$ cat src/rtl/calc_pkg.sv
// Shared definitions for the calculator issue controller: default opcodes and
// latencies, the sequencer state encoding and the one-hot unit-select decode.
package calc_pkg;

  localparam logic [3:0] MUL_OP_DEFAULT  = 4'h2;
  localparam logic [3:0] DIV_OP_DEFAULT  = 4'h3;
  localparam int         MUL_LAT_DEFAULT = 4;
  localparam int         DIV_LAT_DEFAULT = 16;

  typedef enum logic [1:0] {
    IDLE = 2'd0,
    EXEC = 2'd1,
    RESP = 2'd2
  } state_t;

  function automatic logic [15:0] onehot16(input logic [3:0] opcode);
    return 16'b1 << opcode;
  endfunction

endpackage

$ cat src/rtl/calc_op_sequencer.sv
// Issue controller: accepts one op, drives the unit select for its latency,
// captures the result and returns it. Optional macro: CALC_DIVZERO_CHK_EN.
module calc_op_sequencer
  import calc_pkg::*;
#(
  parameter int         WIDTH   = 16,
  parameter logic [3:0] MUL_OP  = MUL_OP_DEFAULT,
  parameter logic [3:0] DIV_OP  = DIV_OP_DEFAULT,
  parameter int         MUL_LAT = MUL_LAT_DEFAULT,
  parameter int         DIV_LAT = DIV_LAT_DEFAULT
) (
  input  logic             clk,
  input  logic             reset,
  input  logic             req_valid,
  output logic             req_ready,
  input  logic [3:0]       req_opcode,
  input  logic [WIDTH-1:0] req_a,
  input  logic [WIDTH-1:0] req_b,
  output logic [15:0]      dp_hotselect,
  output logic             dp_start,
  output logic [WIDTH-1:0] dp_a,
  output logic [WIDTH-1:0] dp_b,
  input  logic [WIDTH-1:0] dp_result,
  output logic             rsp_valid,
  input  logic             rsp_ready,
  output logic [WIDTH-1:0] rsp_result,
  output logic             rsp_err,
  output logic             busy
);

  localparam int MAX_LAT = (MUL_LAT > DIV_LAT) ? MUL_LAT : DIV_LAT;
  localparam int CNT_W   = (MAX_LAT > 1) ? $clog2(MAX_LAT) : 1;

  state_t           state;
  state_t           state_nxt;
  logic [3:0]       opcode_q;
  logic [CNT_W-1:0] cnt;
  logic [CNT_W-1:0] cnt_load;
  logic             start_q;
  logic             accept;
  logic             div_zero;

  assign accept = req_valid && req_ready;

`ifdef CALC_DIVZERO_CHK_EN
  assign div_zero = (req_opcode == DIV_OP) && (req_b == '0);
`else
  assign div_zero = 1'b0;
`endif

  always_comb begin
    cnt_load = '0;
    if (req_opcode == MUL_OP) begin
      cnt_load = CNT_W'(MUL_LAT - 1);
    end else if (req_opcode == DIV_OP) begin
      cnt_load = CNT_W'(DIV_LAT - 1);
    end
  end

  always_comb begin
    state_nxt = state;
    case (state)
      IDLE: if (accept) state_nxt = div_zero ? RESP : EXEC;
      EXEC: if (cnt == '0) state_nxt = RESP;
      RESP: if (rsp_ready) state_nxt = IDLE;
      default: state_nxt = IDLE;
    endcase
  end

  always_ff @(posedge clk) begin
    if (reset) begin
      state <= IDLE;
    end else begin
      state <= state_nxt;
    end
  end

  // Operand latch, latency counter and result capture on the final EXEC cycle.
  always_ff @(posedge clk) begin
    if (reset) begin
      opcode_q   <= '0;
      dp_a       <= '0;
      dp_b       <= '0;
      cnt        <= '0;
      start_q    <= 1'b0;
      rsp_result <= '0;
    end else begin
      start_q <= 1'b0;
      if (accept) begin
        opcode_q <= req_opcode;
        dp_a     <= req_a;
        dp_b     <= req_b;
        cnt      <= cnt_load;
        start_q  <= !div_zero;
        if (div_zero) begin
          rsp_result <= '0;
        end
      end else if (state == EXEC) begin
        if (cnt == '0) begin
          rsp_result <= dp_result;
        end else begin
          cnt <= cnt - 1'b1;
        end
      end
    end
  end

`ifdef CALC_DIVZERO_CHK_EN
  logic rsp_err_q;

  always_ff @(posedge clk) begin
    if (reset) begin
      rsp_err_q <= 1'b0;
    end else if (accept) begin
      rsp_err_q <= div_zero;
    end
  end

  assign rsp_err = rsp_err_q;
`else
  assign rsp_err = 1'b0;
`endif

  assign req_ready    = (state == IDLE);
  assign busy         = (state != IDLE);
  assign rsp_valid    = (state == RESP);
  assign dp_start     = start_q;
  assign dp_hotselect = (state == EXEC) ? onehot16(opcode_q) : 16'h0000;

endmodule
$ cat config.mk
export PLATFORM = sky130hd
export DESIGN_NAME = calc_op_sequencer
export DESIGN_NICKNAME = d
export VERILOG_FILES = /design/src/rtl/calc_pkg.sv /design/src/rtl/calc_op_sequencer.sv
export SDC_FILE = /design/constraint.sdc
export NUM_CORES = 1
export LEC_CHECK = 0
export ABC_AREA = 1
export CAP_MARGIN = 30
export CORE_MARGIN = 3
export CORE_UTILIZATION = 43
export DETAILED_ROUTE_END_ITERATION = 8
export PLACE_DENSITY = 0.86
export SLEW_MARGIN = 20
export SYNTH_ARGS = -nofsm -noshare
export SYNTH_HDL_FRONTEND = slang
export SYNTH_SLANG_ARGS = --single-unit
$ cat constraint.sdc
create_clock -name clk -period 3.9 [get_ports clk]
set_input_delay 0.39 -clock clk [delete_from_list [all_inputs] [get_ports clk]]
set_output_delay 0.39 -clock clk [all_outputs]
set_load 0.05 [all_outputs]
==> impl_metrics.env, run 1 <==
export IMPL_drc=0
export IMPL_critPathArrivalTime_ns=2.14
export IMPL_hpwl_microns=4640
export IMPL_tightestPinTransition_ns=0.799
export IMPL_gp_congestion=0.799
export IMPL_synth_net_count=386
export IMPL_worst_r2r_startpoint="state[0]$_SDFFE_PP0P_"
export IMPL_finalCritPeriodShare_pct=65.0
export IMPL_synth_ff_type="dfxtp_1"
export IMPL_required_ns=3.51
export IMPL_worstSetupEndpoint="dp_hotselect[4]"
export IMPL_die_w_microns=81.8
export IMPL_numCtsBuffers=9
export IMPL_worstRegToRegCells=5
export IMPL_run_status="finished, final reports clean"
export IMPL_synth_edff_count=0
export IMPL_ff2ff_setup_slack_ns=2.19
export IMPL_dr_pass1_iters=4
export IMPL_finalSetupViolations=0
export IMPL_fin_nets=503
export IMPL_rsz0062_at_grt="false"
export IMPL_end_kind="output port"
export IMPL_p_leak_nw=1.58
export IMPL_syn_avg_cell_area_sq_um=7.52
export IMPL_timing_critical_path_buf_inv=2
export IMPL_grt_max_degree=57
export IMPL_yosysTopAreaCell="dfxtp_1"
export IMPL_final_cell_mix="clkdlybuf4s50_1 (123), nor2_1 (121), dfxtp_1 (59), o21ai_0 (38), inv_1 (20)"
export IMPL_ys_seq_elements=59
export IMPL_yosysTopAreaCellShare_pct=47.7
export IMPL_finish_utilization_pct=71.7
export IMPL_fin_crit_ns=2.53
export IMPL_vias=2470
export IMPL_wl_per_cell_microns=12.7
export IMPL_crit_path_max_fanout=8
export IMPL_drive_gt1_share_pct=8.20
export IMPL_die_h_microns=81.8
export IMPL_yosys_cell_types_count=23
export IMPL_yosys_warnings=0
export IMPL_grt_pass1_wl_microns=11000
export IMPL_synth_seq_area_share_pct=47.7
export IMPL_grt_use_total_pct=21.3
export IMPL_clock_sinks=59
export IMPL_fillers=420
export IMPL_io_pins=125
export IMPL_netlist_area_sq_um=2470
export IMPL_core_area_sq_um=5340
export IMPL_cap_violations=0
export IMPL_critical_path_cell_count=5
export IMPL_crit_type="reg2out"
export IMPL_crit_chain="nand2_2 -> inv_1 -> nand2_1 -> nor2_1 -> clkdlybuf4s50_1"
export IMPL_grt_overflow_total=0
export IMPL_slowest_delay_ns=0.84
export IMPL_slew_viol_final=0
export IMPL_crit_slowest_cell="clkdlybuf4s50_1"
export IMPL_timing_fmax_mhz=395
export IMPL_h_tree_depth=3
export IMPL_antenna_left=0
export IMPL_area_delta_synth_final_pct=54.7
export IMPL_seqCellArea_sq_um=1180
export IMPL_hold_path_class="reg2reg"
export IMPL_cts_path_max_buffers=2
export IMPL_start_util_pct=46.4
export IMPL_first_global_vias=2482
export IMPL_first_iter_violations=97
export IMPL_cts_root_buf="clkbuf_8"
export IMPL_clk_pin_slew_ns=0.06
export IMPL_syn_inst=329
export IMPL_final_common_cell="clkdlybuf4s50_1"
export IMPL_grt_antenna_before_repair=0
export IMPL_multiInputGateArea_sq_um=1040
export IMPL_cts_tree="built"
export IMPL_cpLargestDelayFamily="buffers and inverters"
export IMPL_slew_headroom_pct=46.5
export IMPL_num_antenna_cells=0
export IMPL_cts_resized=0
export IMPL_synth_area_top_cells="dfxtp_1 (48%), nor2_1 (18%), o21ai_0 (7.7%)"
export IMPL_finClkSkew_ns=0.00669
export IMPL_reg2reg_to="cnt[0]$_SDFFE_PP0P_"
export IMPL_hold_viol=0
export IMPL_worst_setup_path_start_kind="flip-flop"
export IMPL_vias_per_cell=4.74
export IMPL_power_density_nw_per_um2=533
export IMPL_rows=26
export IMPL_die_area_sq_um=6700
export IMPL_wl_microns=6610
export IMPL_final_setup_tns_ns=0
export IMPL_vdd_ir_drop_max_mv=0.355
export IMPL_hold_buffers=0
export IMPL_async_flop_share_pct=0
export IMPL_crit_start="state[0]$_SDFFE_PP0P_"
export IMPL_post_cts_buffers=0
export IMPL_worstSkewPairLatency_ns=0.33
export IMPL_io_buffers=123
==> stage by stage <==
step	worst slack, ns	cell area, sq um	total power, W	instances	hold WS, ns
global route	1.19	3830	0.00216	521	0.507
CTS	1.35	3830	0.00206	521	0.471
finish	1.37	3830	0.00204	521	0.473
global placement	1.78	3630	0.00150	505	0.462
detailed placement	1.71	3630	0.00151	505	0.461
floorplan	2.11	2470	0.00129	329	0.444
==> cells in the mapped netlist (2+ instances only) <==
master / number
inv_1: 20
a21oi_1: 4
inv_2: 2
buf_4: 2
buf_2: 3
buf_6: 9
nand2_1: 18
nor2_4: 2
dfxtp_1: 59
nor2_1: 121
o21ai_1: 16
nor2_2: 10
o21ai_0: 38
nand3_1: 12
nand2_2: 5
==> cell families after synthesis <==
family	Yosys count	synth area share, %
AOI/OAI and AO/OA	59	12.4
other	1	0.152
and+or+nand+nor	169	29.0
buffers and inverters	40	10.2
adders and majority gates	1	0.506
DFF	59	47.7
==> routing by layer <==
| metal | vias to the layer above | global-route usage (%) | part of all wire (%) |
|---|---|---|---|
| met2 | 99 | 35.6 | 47 |
| met1 | 1098 | 22.6 | 40 |
| met3 | 12 | 9.54 | 11 |
| li1 | 1261 | - | - |
| met4 | 0 | 10.6 | 1.9 |
| met5 | - | 0 | 0 |
==> registers in the layout, summed over array words and instances, names as in the netlist <==
register    count
rsp_result     16
opcode_q        4
dp_start        1
dp_b           16
state           2
cnt             4
dp_a           16
==> worst min-delay path: stages, from the launching register on <==
cell	delay, ns
dfxtp_1	0.31
inv_1	0.06
a21oi_1	0.05
==> how the worst min path moves through the flow <==
stage                              from                        to  slack (ns)  depth (start not counted)
2_1_floorplan  opcode_q[3]$_SDFFE_PP0P_  opcode_q[3]$_SDFFE_PP0P_        0.44                          2
3_3_place_gp       dp_b[3]$_SDFFE_PP0P_      dp_b[3]$_SDFFE_PP0P_        0.46                          2
3_5_place_dp   opcode_q[3]$_SDFFE_PP0P_  opcode_q[3]$_SDFFE_PP0P_        0.46                          2
4_1_cts        opcode_q[3]$_SDFFE_PP0P_  opcode_q[3]$_SDFFE_PP0P_        0.47                          2
5_1_grt            dp_b[8]$_SDFFE_PP0P_      dp_b[8]$_SDFFE_PP0P_        0.51                          2
6_report       opcode_q[3]$_SDFFE_PP0P_  opcode_q[3]$_SDFFE_PP0P_        0.47                          2
==> final cells by class <==
type / count / share of cell area, %
well taps: 70 / 2.29
flip-flops and latches: 59 / 30.9
inverters: 23 / 2.39
repair buffers: 123 / 32.2
clock buffers: 11 / 3.70
clock inverters: 5 / 1.37
multi-input cells: 230 / 27.2
==> power breakdown <==
part	internal, W	total, W	switching [W]
registers	0.000689	0.000735	0.0000466
logic	0.000259	0.000764	0.000505
clock network	0.000309	0.000542	0.000233
Power figures use the tool's default switching activity.
==> run 2: changes to the inputs <==
--- a/config.mk
+++ b/config.mk
@@ -8,9 +8,9 @@
 export ABC_AREA = 1
 export CAP_MARGIN = 30
 export CORE_MARGIN = 3
-export CORE_UTILIZATION = 43
+export CORE_UTILIZATION = 40
 export DETAILED_ROUTE_END_ITERATION = 8
-export PLACE_DENSITY = 0.86
+export PLACE_DENSITY = 0.81
 export SLEW_MARGIN = 20
 export SYNTH_ARGS = -nofsm -noshare
 export SYNTH_HDL_FRONTEND = slang
==> constraint.sdc (replaced) <==
create_clock -name clk -period 2.4 [get_ports clk]
set_input_delay 0.24 -clock clk [delete_from_list [all_inputs] [get_ports clk]]
set_output_delay 0.24 -clock clk [all_outputs]
set_load 0.05 [all_outputs]
==> run 2 against run 1 <==
Compared with the run above:
- critical path depth fell by 2
- sequential power up 63%
- global-route usage decreased by 2.9 points
- register-to-register slack got worse by 1.3 ns
- via count hardly changed
- non-clock buffer count grew 3
- first-iteration DRC count is 26% lower
- clock skew increased by 0.0031 ns
- critical path type unchanged
- largest cell class unchanged
- largest power group unchanged
==> impl_metrics.env, run 2 (same netlist as run 1, synthesis figures left out) <==
export IMPL_run_status="finished, final reports clean"
export IMPL_fin_nets=506
export IMPL_io_buffers=123
export IMPL_clock_sinks=59
export IMPL_drc=0
export IMPL_crit_path_max_fanout=3
export IMPL_clk_pin_slew_ns=0.07
export IMPL_area_delta_synth_final_pct=56.9
export IMPL_vias=2468
export IMPL_p_leak_nw=1.89
export IMPL_crit_chain="inv_2 -> nor2_1 -> clkdlybuf4s50_1"
export IMPL_ff2ff_setup_slack_ns=0.89
export IMPL_wl_microns=6610
export IMPL_crit_type="reg2out"
export IMPL_hold_viol=0
export IMPL_final_setup_tns_ns=0
export IMPL_min_from="opcode_q[3]$_SDFFE_PP0P_"
export IMPL_drive_gt1_share_pct=8.61
export IMPL_slew_viol_final=0
export IMPL_finalCritPeriodShare_pct=83.3
export IMPL_dp_cells=513
export IMPL_num_antenna_cells=0
export IMPL_vias_per_cell=4.67
export IMPL_first_iter_violations=72
export IMPL_end_kind="output port"
export IMPL_required_ns=2.16
export IMPL_crit_slowest_cell="clkdlybuf4s50_1"
export IMPL_wl_per_cell_microns=12.5
export IMPL_finClkSkew_ns=0.00982
export IMPL_final_common_cell="nor2_1"
export IMPL_worst_setup_path_start_kind="flip-flop"
export IMPL_gp_congestion=0.769
export IMPL_fin_cells=528
export IMPL_tightestPinTransition_ns=0.800
export IMPL_final_cell_mix="nor2_1 (121), clkdlybuf4s50_1 (107), dfxtp_1 (59), o21ai_0 (38), inv_1 (20)"
export IMPL_h_tree_depth=3
export IMPL_timing_hold_ws_ns=0.475
export IMPL_cts_path_max_buffers=2
export IMPL_slowest_delay_ns=0.85
export IMPL_dr_pass1_iters=4
export IMPL_numCtsBuffers=9
export IMPL_start_util_pct=41.5
export IMPL_finalSetupViolations=0
export IMPL_timing_fmax_mhz=500
export IMPL_reg_largest_list="dp_a: 16 flops, dp_b: 16 flops, rsp_result: 16 flops"
export IMPL_hpwl_microns=4700
export IMPL_vdd_ir_drop_max_mv=0.536
export IMPL_hold_depth=2
export IMPL_rows=28
export IMPL_worstRegToRegCells=7
export IMPL_cts_tree="built"
export IMPL_critPathArrivalTime_ns=1.76
export IMPL_worst_r2r_startpoint="state[0]$_SDFFE_PP0P_"
export IMPL_reg2reg_to="cnt[2]$_SDFFE_PP0P_"
export IMPL_fin_crit_ns=2.00
export IMPL_die_area_sq_um=7160
export IMPL_cts_root_buf="clkbuf_8"
export IMPL_grt_overflow_total=0
export IMPL_min_to="opcode_q[3]$_SDFFE_PP0P_"
export IMPL_worstSkewPairLatency_ns=0.33
export IMPL_antenna_left=0
export IMPL_grt_use_total_pct=18.4
export IMPL_grt_pass1_wl_microns=10600
export IMPL_io_pins=125
export IMPL_power_density_nw_per_um2=840
export IMPL_cap_violations=0
export IMPL_die_h_microns=84.6
export IMPL_fillers=530
export IMPL_finish_utilization_pct=65.1
export IMPL_slew_headroom_pct=46.6
export IMPL_rsz0062_at_grt="false"
export IMPL_grt_antenna_before_repair=0
export IMPL_hold_path_class="reg2reg"
export IMPL_post_cts_buffers=0
export IMPL_core_area_sq_um=5960
export IMPL_die_w_microns=84.6
export IMPL_grt_max_degree=57
export IMPL_first_global_vias=2325
## run 2: changes by cell type in the layout (fill, tap and decap cells not counted)
| cell | change |
|---|---|
| buf_4 | +3 |
| bufinv_16 | -1 |
| clkbuf_8 | +2 |
| clkdlybuf4s50_1 | -16 |
| clkinv_2 | -1 |
| clkinvlp_4 | -1 |
| dlymetal6s2s_1 | +16 |
## run 2: worst max-delay path by stage
| stage | endpoint | cells past startpoint | start | slack [ns] |
|---|---|---|---|---|
| after global routing | dp_hotselect[11] | 5 | state[0]$_SDFFE_PP0P_ | 0.25 |
| after detailed placement | dp_hotselect[8] | 5 | state[0]$_SDFFE_PP0P_ | 0.40 |
| after CTS | dp_hotselect[8] | 5 | state[0]$_SDFFE_PP0P_ | 0.03 |
| final | rsp_valid | 3 | state[1]$_SDFFE_PP0P_ | 0.40 |
| after floorplan | dp_hotselect[0] | 4 | state[0]$_SDFFE_PP0P_ | 0.76 |
| after global placement | dp_hotselect[15] | 5 | state[0]$_SDFFE_PP0P_ | 0.46 |
## run 2: repair_timing
item | in CTS | in global routing
gates resized for setup | 0 | 16
endpoints found under the setup margin | 0 | 16
hold buffers | 0 | 0
## run 2: cell type report
| cell class | instances | area (sq um) | share of cell area, % |
|---|---|---|---|
| Clock buffer | 13 | 169 | 4.35 |
| Clock inverter | 2 | 10.0 | 0.258 |
| Inverter | 23 | 91.3 | 2.35 |
| Multi-Input combinational cell | 230 | 1040 | 26.8 |
| Sequential cell | 59 | 1180 | 30.4 |
| Tap cell | 75 | 93.8 | 2.42 |
| Timing Repair Buffer | 126 | 1290 | 33.3 |
## run 2: per-stage QoR
stage	total power (W)	instance area [sq um]	setup WS (ns)
6_report	0.00326	3880	0.401
3_3_place_gp	0.00245	3660	0.461
3_5_place_dp	0.00247	3660	0.400
5_1_grt	0.00344	3880	0.255
2_1_floorplan	0.00209	2470	0.758
4_1_cts	0.00330	3840	0.0298
## run 2: where the power goes
part / internal, W / switching, W / leakage [nW]
combinational: 0.000428 / 0.000818 / 1.31
clock: 0.000450 / 0.000367 / 0.0953
sequential: 0.00112 / 0.0000778 / 0.487
total: 0.00200 / 0.00126 / 1.89
## run 2: routing by layer
metal | vias to the layer above | global-route usage, % | wire length (microns)
met5 | - | 0 | 0
met4 | 0 | 6.19 | 87
met3 | 10 | 8.93 | 683
met2 | 106 | 29.3 | 2950
met1 | 1090 | 21.7 | 2890
li1 | 1262 | - | -
## run 2: critical path: cells and delay by family (launching register included)
kind	cells	cell delay (ns)
buf+inv	2	0.91
simple gates	1	0.15
flops	1	0.36
